[src/rtl/boiler_bank_controller.sv]
// Bank of independent simulated boilers with per-channel regulation, ready qualification and overheat latch.
// Latency: heater/ready/fault/pressure are registered (1 cycle after cause); system_ok/any_fault are combinational.
// Backpressure: none; inputs are level requests sampled every cycle.
module boiler_bank_controller #(
    parameter int NUM_BOILERS    = 2,
    parameter int TEMP_W         = 8,
    parameter int TICK_DIV       = 50000,
    parameter int HEAT_DIV       = 10,
    parameter int COOL_DIV       = 5000,
    parameter int HYST           = 5,
    parameter int T_COLD         = 25,
    parameter int T_MAX          = 245,
    parameter int READY_HOLD     = 100,
    parameter int PRESS_DEBOUNCE = 50
) (
    input  logic                          clk,
    input  logic                          rst_n,
    input  logic [NUM_BOILERS-1:0]        heat_en,
    input  logic [NUM_BOILERS-1:0]        brew_active,
    input  logic [NUM_BOILERS*TEMP_W-1:0] target_temp,
    input  logic [NUM_BOILERS-1:0]        temp_override,
    input  logic                          water_pressure_ok,
    input  logic                          pressure_override,
    input  logic                          fault_clear,
    output logic [NUM_BOILERS-1:0]        heater_on,
    output logic [NUM_BOILERS-1:0]        temp_ready,
    output logic [NUM_BOILERS*TEMP_W-1:0] current_temp,
    output logic [NUM_BOILERS-1:0]        overheat_latched,
    output logic                          pressure_ready,
    output logic [NUM_BOILERS-1:0]        system_ok,
    output logic                          any_fault
);

    localparam int TW1      = TEMP_W + 1;
    localparam int TICK_CW  = (TICK_DIV > 1) ? $clog2(TICK_DIV) : 1;
    localparam int HEAT_CW  = (HEAT_DIV > 1) ? $clog2(HEAT_DIV) : 1;
    localparam int COOL_CW  = (COOL_DIV > 1) ? $clog2(COOL_DIV) : 1;
    localparam int HOLD_CW  = $clog2(READY_HOLD + 1);
    localparam int PRESS_CW = $clog2(PRESS_DEBOUNCE + 1);

    localparam logic [HOLD_CW-1:0] HOLD_MAX = HOLD_CW'(READY_HOLD);

    typedef enum logic [2:0] {
        S_IDLE,
        S_HEAT,
        S_HOLD,
        S_COOL,
        S_FAULT
    } state_t;

    // ------------------------------------------------------------------
    // Shared timebase: ms tick plus heating/cooling step strobes
    // ------------------------------------------------------------------
    logic [TICK_CW-1:0] tick_cnt_q, tick_cnt_d;
    logic [HEAT_CW-1:0] heat_cnt_q, heat_cnt_d;
    logic [COOL_CW-1:0] cool_cnt_q, cool_cnt_d;
    logic               tick, heat_wrap, cool_wrap, heat_stb, cool_stb;

    always_comb begin
        tick       = (tick_cnt_q == TICK_CW'(TICK_DIV - 1));
        tick_cnt_d = tick ? '0 : tick_cnt_q + 1'b1;

        heat_wrap  = (heat_cnt_q == HEAT_CW'(HEAT_DIV - 1));
        cool_wrap  = (cool_cnt_q == COOL_CW'(COOL_DIV - 1));
        heat_stb   = tick & heat_wrap;
        cool_stb   = tick & cool_wrap;

        heat_cnt_d = heat_cnt_q;
        cool_cnt_d = cool_cnt_q;
        if (tick) begin
            heat_cnt_d = heat_wrap ? '0 : heat_cnt_q + 1'b1;
            cool_cnt_d = cool_wrap ? '0 : cool_cnt_q + 1'b1;
        end
    end

    always_ff @(posedge clk or negedge rst_n) begin
        if (!rst_n) begin
            tick_cnt_q <= '0;
            heat_cnt_q <= '0;
            cool_cnt_q <= '0;
        end else begin
            tick_cnt_q <= tick_cnt_d;
            heat_cnt_q <= heat_cnt_d;
            cool_cnt_q <= cool_cnt_d;
        end
    end

    // ------------------------------------------------------------------
    // Shared pressure debounce, evaluated once per tick
    // ------------------------------------------------------------------
    logic                pressure_ready_q, pressure_ready_d;
    logic [PRESS_CW-1:0] press_cnt_q, press_cnt_d;
    logic                press_raw;

    always_comb begin
        press_raw        = water_pressure_ok & ~pressure_override;
        pressure_ready_d = pressure_ready_q;
        press_cnt_d      = press_cnt_q;
        if (tick) begin
            if (press_raw != pressure_ready_q) begin
                // Reaching the debounce count commits the new value and restarts.
                if (press_cnt_q == PRESS_CW'(PRESS_DEBOUNCE - 1)) begin
                    pressure_ready_d = press_raw;
                    press_cnt_d      = '0;
                end else begin
                    press_cnt_d = press_cnt_q + 1'b1;
                end
            end else begin
                press_cnt_d = '0;
            end
        end
    end

    always_ff @(posedge clk or negedge rst_n) begin
        if (!rst_n) begin
            pressure_ready_q <= 1'b1;
            press_cnt_q      <= '0;
        end else begin
            pressure_ready_q <= pressure_ready_d;
            press_cnt_q      <= press_cnt_d;
        end
    end

    assign pressure_ready = pressure_ready_q;

    // ------------------------------------------------------------------
    // Per-channel regulation FSM and temperature model
    // ------------------------------------------------------------------
    for (genvar g = 0; g < NUM_BOILERS; g++) begin : g_ch
        state_t              state_q, state_d;
        logic [TEMP_W-1:0]   temp_q, temp_d, tgt;
        logic [HOLD_CW-1:0]  hold_q, hold_d;
        logic                heater_q, heater_d;
        logic                ready_q, ready_d;
        logic                ovh_q, ovh_d;
        logic [TW1-1:0]      tgt_x, temp_x, lo, hi;
        logic                below, above, in_band, over, clr_ok, cold;

        assign tgt = target_temp[g*TEMP_W +: TEMP_W];

        always_comb begin
            tgt_x   = {1'b0, tgt};
            temp_x  = {1'b0, temp_q};
            lo      = (tgt_x >= TW1'(HYST)) ? tgt_x - TW1'(HYST) : '0;
            hi      = tgt_x + TW1'(HYST);
            below   = (temp_x < lo);
            above   = (temp_x > hi);
            in_band = ~below & ~above;
            over    = (temp_x >= TW1'(T_MAX));
            clr_ok  = fault_clear & (temp_x < TW1'(T_MAX - 2 * HYST));
            cold    = (temp_x <= TW1'(T_COLD + 10));

            temp_d = temp_q;
            if (heat_stb && heater_q && (temp_q < tgt) && (temp_q != '1)) begin
                temp_d = temp_q + 1'b1;
            end else if (cool_stb && !heater_q && (temp_x > TW1'(T_COLD))) begin
                temp_d = temp_q - 1'b1;
            end

            state_d  = state_q;
            heater_d = 1'b0;
            ready_d  = 1'b0;
            hold_d   = hold_q;
            ovh_d    = 1'b0;

            // Overheat beats override, which beats the normal FSM.
            if ((state_q != S_FAULT) && over) begin
                state_d = S_FAULT;
                ovh_d   = 1'b1;
            end else if ((state_q != S_FAULT) && temp_override[g]) begin
                temp_d  = tgt;
                state_d = S_HOLD;
                ready_d = 1'b1;
                hold_d  = HOLD_MAX;
            end else begin
                case (state_q)
                    S_IDLE: begin
                        if (heat_en[g]) begin
                            state_d  = S_HEAT;
                            heater_d = 1'b1;
                        end
                    end
                    S_HEAT: begin
                        if (!heat_en[g]) begin
                            state_d = S_COOL;
                        end else if (in_band) begin
                            state_d  = S_HOLD;
                            hold_d   = '0;
                            heater_d = (temp_q < tgt);
                        end else begin
                            heater_d = 1'b1;
                        end
                    end
                    S_HOLD: begin
                        if (!heat_en[g] && !brew_active[g]) begin
                            state_d = S_COOL;
                        end else if (below) begin
                            state_d  = S_HEAT;
                            heater_d = 1'b1;
                        end else if (above) begin
                            ready_d = ready_q;
                        end else begin
                            heater_d = (temp_q < tgt);
                            if (tick && (hold_q != HOLD_MAX)) begin
                                hold_d = hold_q + 1'b1;
                            end
                            ready_d = (hold_d == HOLD_MAX);
                        end
                    end
                    S_COOL: begin
                        if (heat_en[g]) begin
                            state_d  = S_HEAT;
                            heater_d = 1'b1;
                        end else if (cold) begin
                            state_d = S_IDLE;
                        end
                    end
                    S_FAULT: begin
                        ovh_d = 1'b1;
                        if (clr_ok) begin
                            state_d = S_IDLE;
                            ovh_d   = 1'b0;
                        end
                    end
                    default: begin
                        state_d = S_IDLE;
                    end
                endcase
            end
        end

        always_ff @(posedge clk or negedge rst_n) begin
            if (!rst_n) begin
                state_q  <= S_IDLE;
                temp_q   <= TEMP_W'(T_COLD);
                hold_q   <= '0;
                heater_q <= 1'b0;
                ready_q  <= 1'b0;
                ovh_q    <= 1'b0;
            end else begin
                state_q  <= state_d;
                temp_q   <= temp_d;
                hold_q   <= hold_d;
                heater_q <= heater_d;
                ready_q  <= ready_d;
                ovh_q    <= ovh_d;
            end
        end

        assign heater_on[g]                        = heater_q;
        assign temp_ready[g]                       = ready_q;
        assign overheat_latched[g]                 = ovh_q;
        assign current_temp[g*TEMP_W +: TEMP_W]    = temp_q;
        assign system_ok[g]                        = ready_q & pressure_ready_q & ~ovh_q;
    end

    assign any_fault = (|overheat_latched) | ~pressure_ready_q;

endmodule

[config.mk]
export PLATFORM = sky130hd
export DESIGN_NAME = boiler_bank_controller
export DESIGN_NICKNAME = d
export VERILOG_FILES = /design/src/rtl/boiler_bank_controller.sv
export SDC_FILE = /design/constraint.sdc
export NUM_CORES = 1
export LEC_CHECK = 0
export CAP_MARGIN = 20
export CORE_ASPECT_RATIO = 1.5
export CORE_MARGIN = 4
export CORE_UTILIZATION = 60
export DETAILED_ROUTE_END_ITERATION = 8
export GPL_TIMING_DRIVEN = 0
export PLACE_DENSITY = 0.81
export SLEW_MARGIN = 25
export SYNTH_ARGS = -nofsm -noshare
export SYNTH_HDL_FRONTEND = slang
export SYNTH_SLANG_ARGS = --single-unit
[constraint.sdc]
create_clock -name clk -period 3.45 [get_ports clk]
set_input_delay 0.345 -clock clk [delete_from_list [all_inputs] [get_ports clk]]
set_output_delay 0.345 -clock clk [all_outputs]
set_load 0.01 [all_outputs]
==> impl_metrics.csv <==
group,metric,value,unit
status,status,"completed",
sta,fin_crit,3.36,ns
cells_and_area,finish.utilization,71.7,%
clock_tree,cts_buffers,9,
worst_setup_path,worstSetupStartpoint,"target_temp[4]",
cells_and_area,fin_cells,1079,
routing,route.vias.total,6940,
synthesis,synth_edf_count,0,
cells_and_area,area_delta_synth_final,16.9,%
placement,gp_congestion,0.914,
worst_setup_path,startpoint_type,"input port",
worst_setup_path,cp_max_fo,7,
sta,fin_skew,0.00723,ns
global_routing,grt.overflow.total,0,
worst_setup_path,worstSetupPathType,"in2reg",
routing,wl_per_cell,18.1,µm
worst_setup_path,arrival,3.60,ns
synthesis,ys_warn_count,0,
clock_tree,clkTransAtPathRegs,0.06,ns
synthesis,synth.distinct_cells,76,
placement,numPlacedInstances,1059,
power,leakagePower,3.55,nW
floorplan,pin_count,53,
global_routing,grt_pass1_vias,7163,
global_routing,grt_usage,28.6,%
placement,numPortBuffers,46,
sta,worstMarginPinSlew,1.05,ns
worst_setup_path,worst_setup_path_end_kind,"flop",
synthesis,synth.top_cell.area_share,26.6,%
sta,relSlewSlack,29.7,%
synthesis,synth_area_leaders,"dfrtp_1 27%, ha_1 12%, xnor2_1 5.5%",
worst_setup_path,reg2reg_from,"tick_cnt_q[12]",
synthesis,synthesis.area,7070,µm²
synthesis,avgSynthCellArea,8.20,µm²
clock_tree,worstSkewPairLatency,0.34,ns
routing,drtIter0Drc,341,
cells_and_area,num_antenna_cells,0,
sta,finalHoldViolations,0,
worst_hold_path,hold_class,"in2reg",
global_routing,grt_max_degree,43,
floorplan,start_util,61.3,%
worst_hold_path,hold_start,"target_temp[6]",
clock_tree,htree_levels,3,
sta,setup_violations,0,
floorplan,rows,48,
placement,dpl_cell_area,7740,µm²
routing,dr.pass1.iters,5,
placement,dp_slack,-1.05,ns
synthesis,synthTopCellsByCount,"84 x nand2_1, 75 x dfrtp_1, 69 x nor2_1, 66 x ha_1, 49 x o21ai_0",
cells_and_area,fillers,909,
floorplan,die_width,96.6,µm
clock_tree,cts_tree,"yes",
flow_run,cap_violations,0,
clock_tree,clockRootBuffer,"clkbuf_16",
sta,fmax,0.298,GHz
sta,holdWs,0.339,ns
synthesis,syn_nets,955,
sta,maxSlewViolCount,0,
worst_hold_path,holdPathStages,3,
synthesis,synth.largest_area_cell,"dfrtp_1",
synthesis,ys.flop_type,"dfrtp_1",
global_routing,antenna_found_initial,0,
clock_tree,cts.sink_count,82,
worst_setup_path,reg2reg_setup_slack,0.11,ns
synthesis,synth.most_common_cell,"nand2_1",
power,ir_drop,0.317,mV
clock_tree,cts_max_path_buffers,2,
power,fin_total_pwr,3.42,mW
sta,fin_crit_sh,97.2,%
routing,remaining_drc_errors,0,
cells_and_area,finalInstanceArea,8260,µm²
sta,finalSetupTns,0,ns
floorplan,coreArea,11500,µm²
cells_and_area,nNetsFinal,1017,
global_routing,grt_pass1_wl,32.5,mm
power,powerDensity,414,nW/µm²
floorplan,die_h,141,µm
routing,avgViaCountPerCell,6.43,
worst_setup_path,required,3.70,ns
sta,setup_slack,0.0949,ns
synthesis,ys_seq_elements,82,
floorplan,dieArea,13600,µm²
worst_setup_path,reg2regPathDepth,9,
synthesis,postSynthCellCount,862,
synthesis,ys_seq_area_share,29.2,%
placement,hpwlAfterDp,14.8,mm
cells_and_area,layout-drive-gt1-share,9.47,%
routing,ant_nets,0,
routing,drt_wl_total,19.6,mm
synthesis,synthArstFlopShare,100,%
## cell families after synthesis
logic type | count (synthesis) | share of synthesized area [%]
AOI/OAI and AO/OA | 193 | 18.2
xor gates and xnor gates | 56 | 6.94
adders and majority gates | 66 | 11.7
buffers and inverters | 81 | 4.66
DFF | 82 | 29.2
muxes | 17 | 2.53
and+or+nand+nor | 367 | 26.8
## final timing paths
| check | to |
|---|---|
| worst max register to register | g_ch[1].ready_q |
| worst max-delay path | g_ch[0].hold_q[5] |
| min in group asynchronous | tick_cnt_q[7] |
| worst min-delay path | g_ch[0].temp_q[6] |
| max in group asynchronous | g_ch[1].temp_q[3] |
| worst min register to register | tick_cnt_q[0] |
## report_power, final
group          switching (mW)  leakage, nW  total (mW)  internal [mW]
logic                   0.710         2.36        1.21          0.496
registers               0.100         1.03        1.14           1.04
clock network           0.421        0.163        1.07          0.648
total                    1.23         3.55        3.42           2.19
## worst max-delay path, cell delays in order
cell and delay (ns):
dlygate4sd2_1 0.33, or4_4 0.59, nor2_2 0.15, a41oi_2 0.17, ha_1 0.33, nand3_1 0.14, or3_4 0.41, a31oi_4 0.28
o22ai_4 0.14, a211oi_4 0.27, buf_6 0.17, a21oi_1 0.06, a211oi_1 0.22
## final cells by class
cell class	count	area [µm²]	area share, %
well taps	150	188	2.27
multi-input cells	699	4850	58.7
inverters	41	154	1.86
plain buffers	40	180	2.18
repair buffers	51	500	6.06
flip-flops and latches	82	2060	24.9
clock buffers	9	225	2.73
clock inverters	7	106	1.29
## cell usage in the layout (no fill, tap or decap), types with 6 or more instances in the layout
cell type and n:
nor2b_1 16, clkdlybuf4s50_1 37, mux2_2 7, o21a_1 9, or3_1 6, clkbuf_1 29
o21ai_0 44, nor3_1 26, and2_1 9, or4_1 7, xnor2_1 44, and3_1 17
dfstp_2 7, clkbuf_16 9, inv_1 38, xor2_1 12, a21oi_1 34, ha_1 66
buf_4 9, or2_2 6, nand3_1 39, o31ai_1 14, nor4_1 22, a21o_1 12
nand4_1 24, nand2_1 84, mux2i_1 10, dfrtp_1 75, nand2b_1 13, nor2_1 68
## flip-flops by register name, summed over array words and instances, names as in the netlist
register	cells
cool_cnt_q	13
g_ch.heater_q	2
g_ch.hold_q	14
g_ch.ovh_q	2
g_ch.ready_q	2
g_ch.state_q	6
g_ch.temp_q	16
heat_cnt_q	4
press_cnt_q	6
pressure_ready	1
tick_cnt_q	16
## repair_timing
item                                   4_1_cts  5_1_grt
endpoints found under the hold margin        1        0
buffers inserted                             2        1
setup endpoints to repair                   21       19
pin swaps                                    3        5
gates resized for setup                     26       28
hold buffers                                 1        0
## metal layers
metal,global-route usage [%],up-vias,part of all wire (%)
met3,3.76,77,4.8
met5,0,-,0
li1,-,3268,-
met4,15.2,0,4.6
met2,53.1,286,53
met1,31.3,3309,38
No activity file was read; power rests on OpenSTA's default activity.
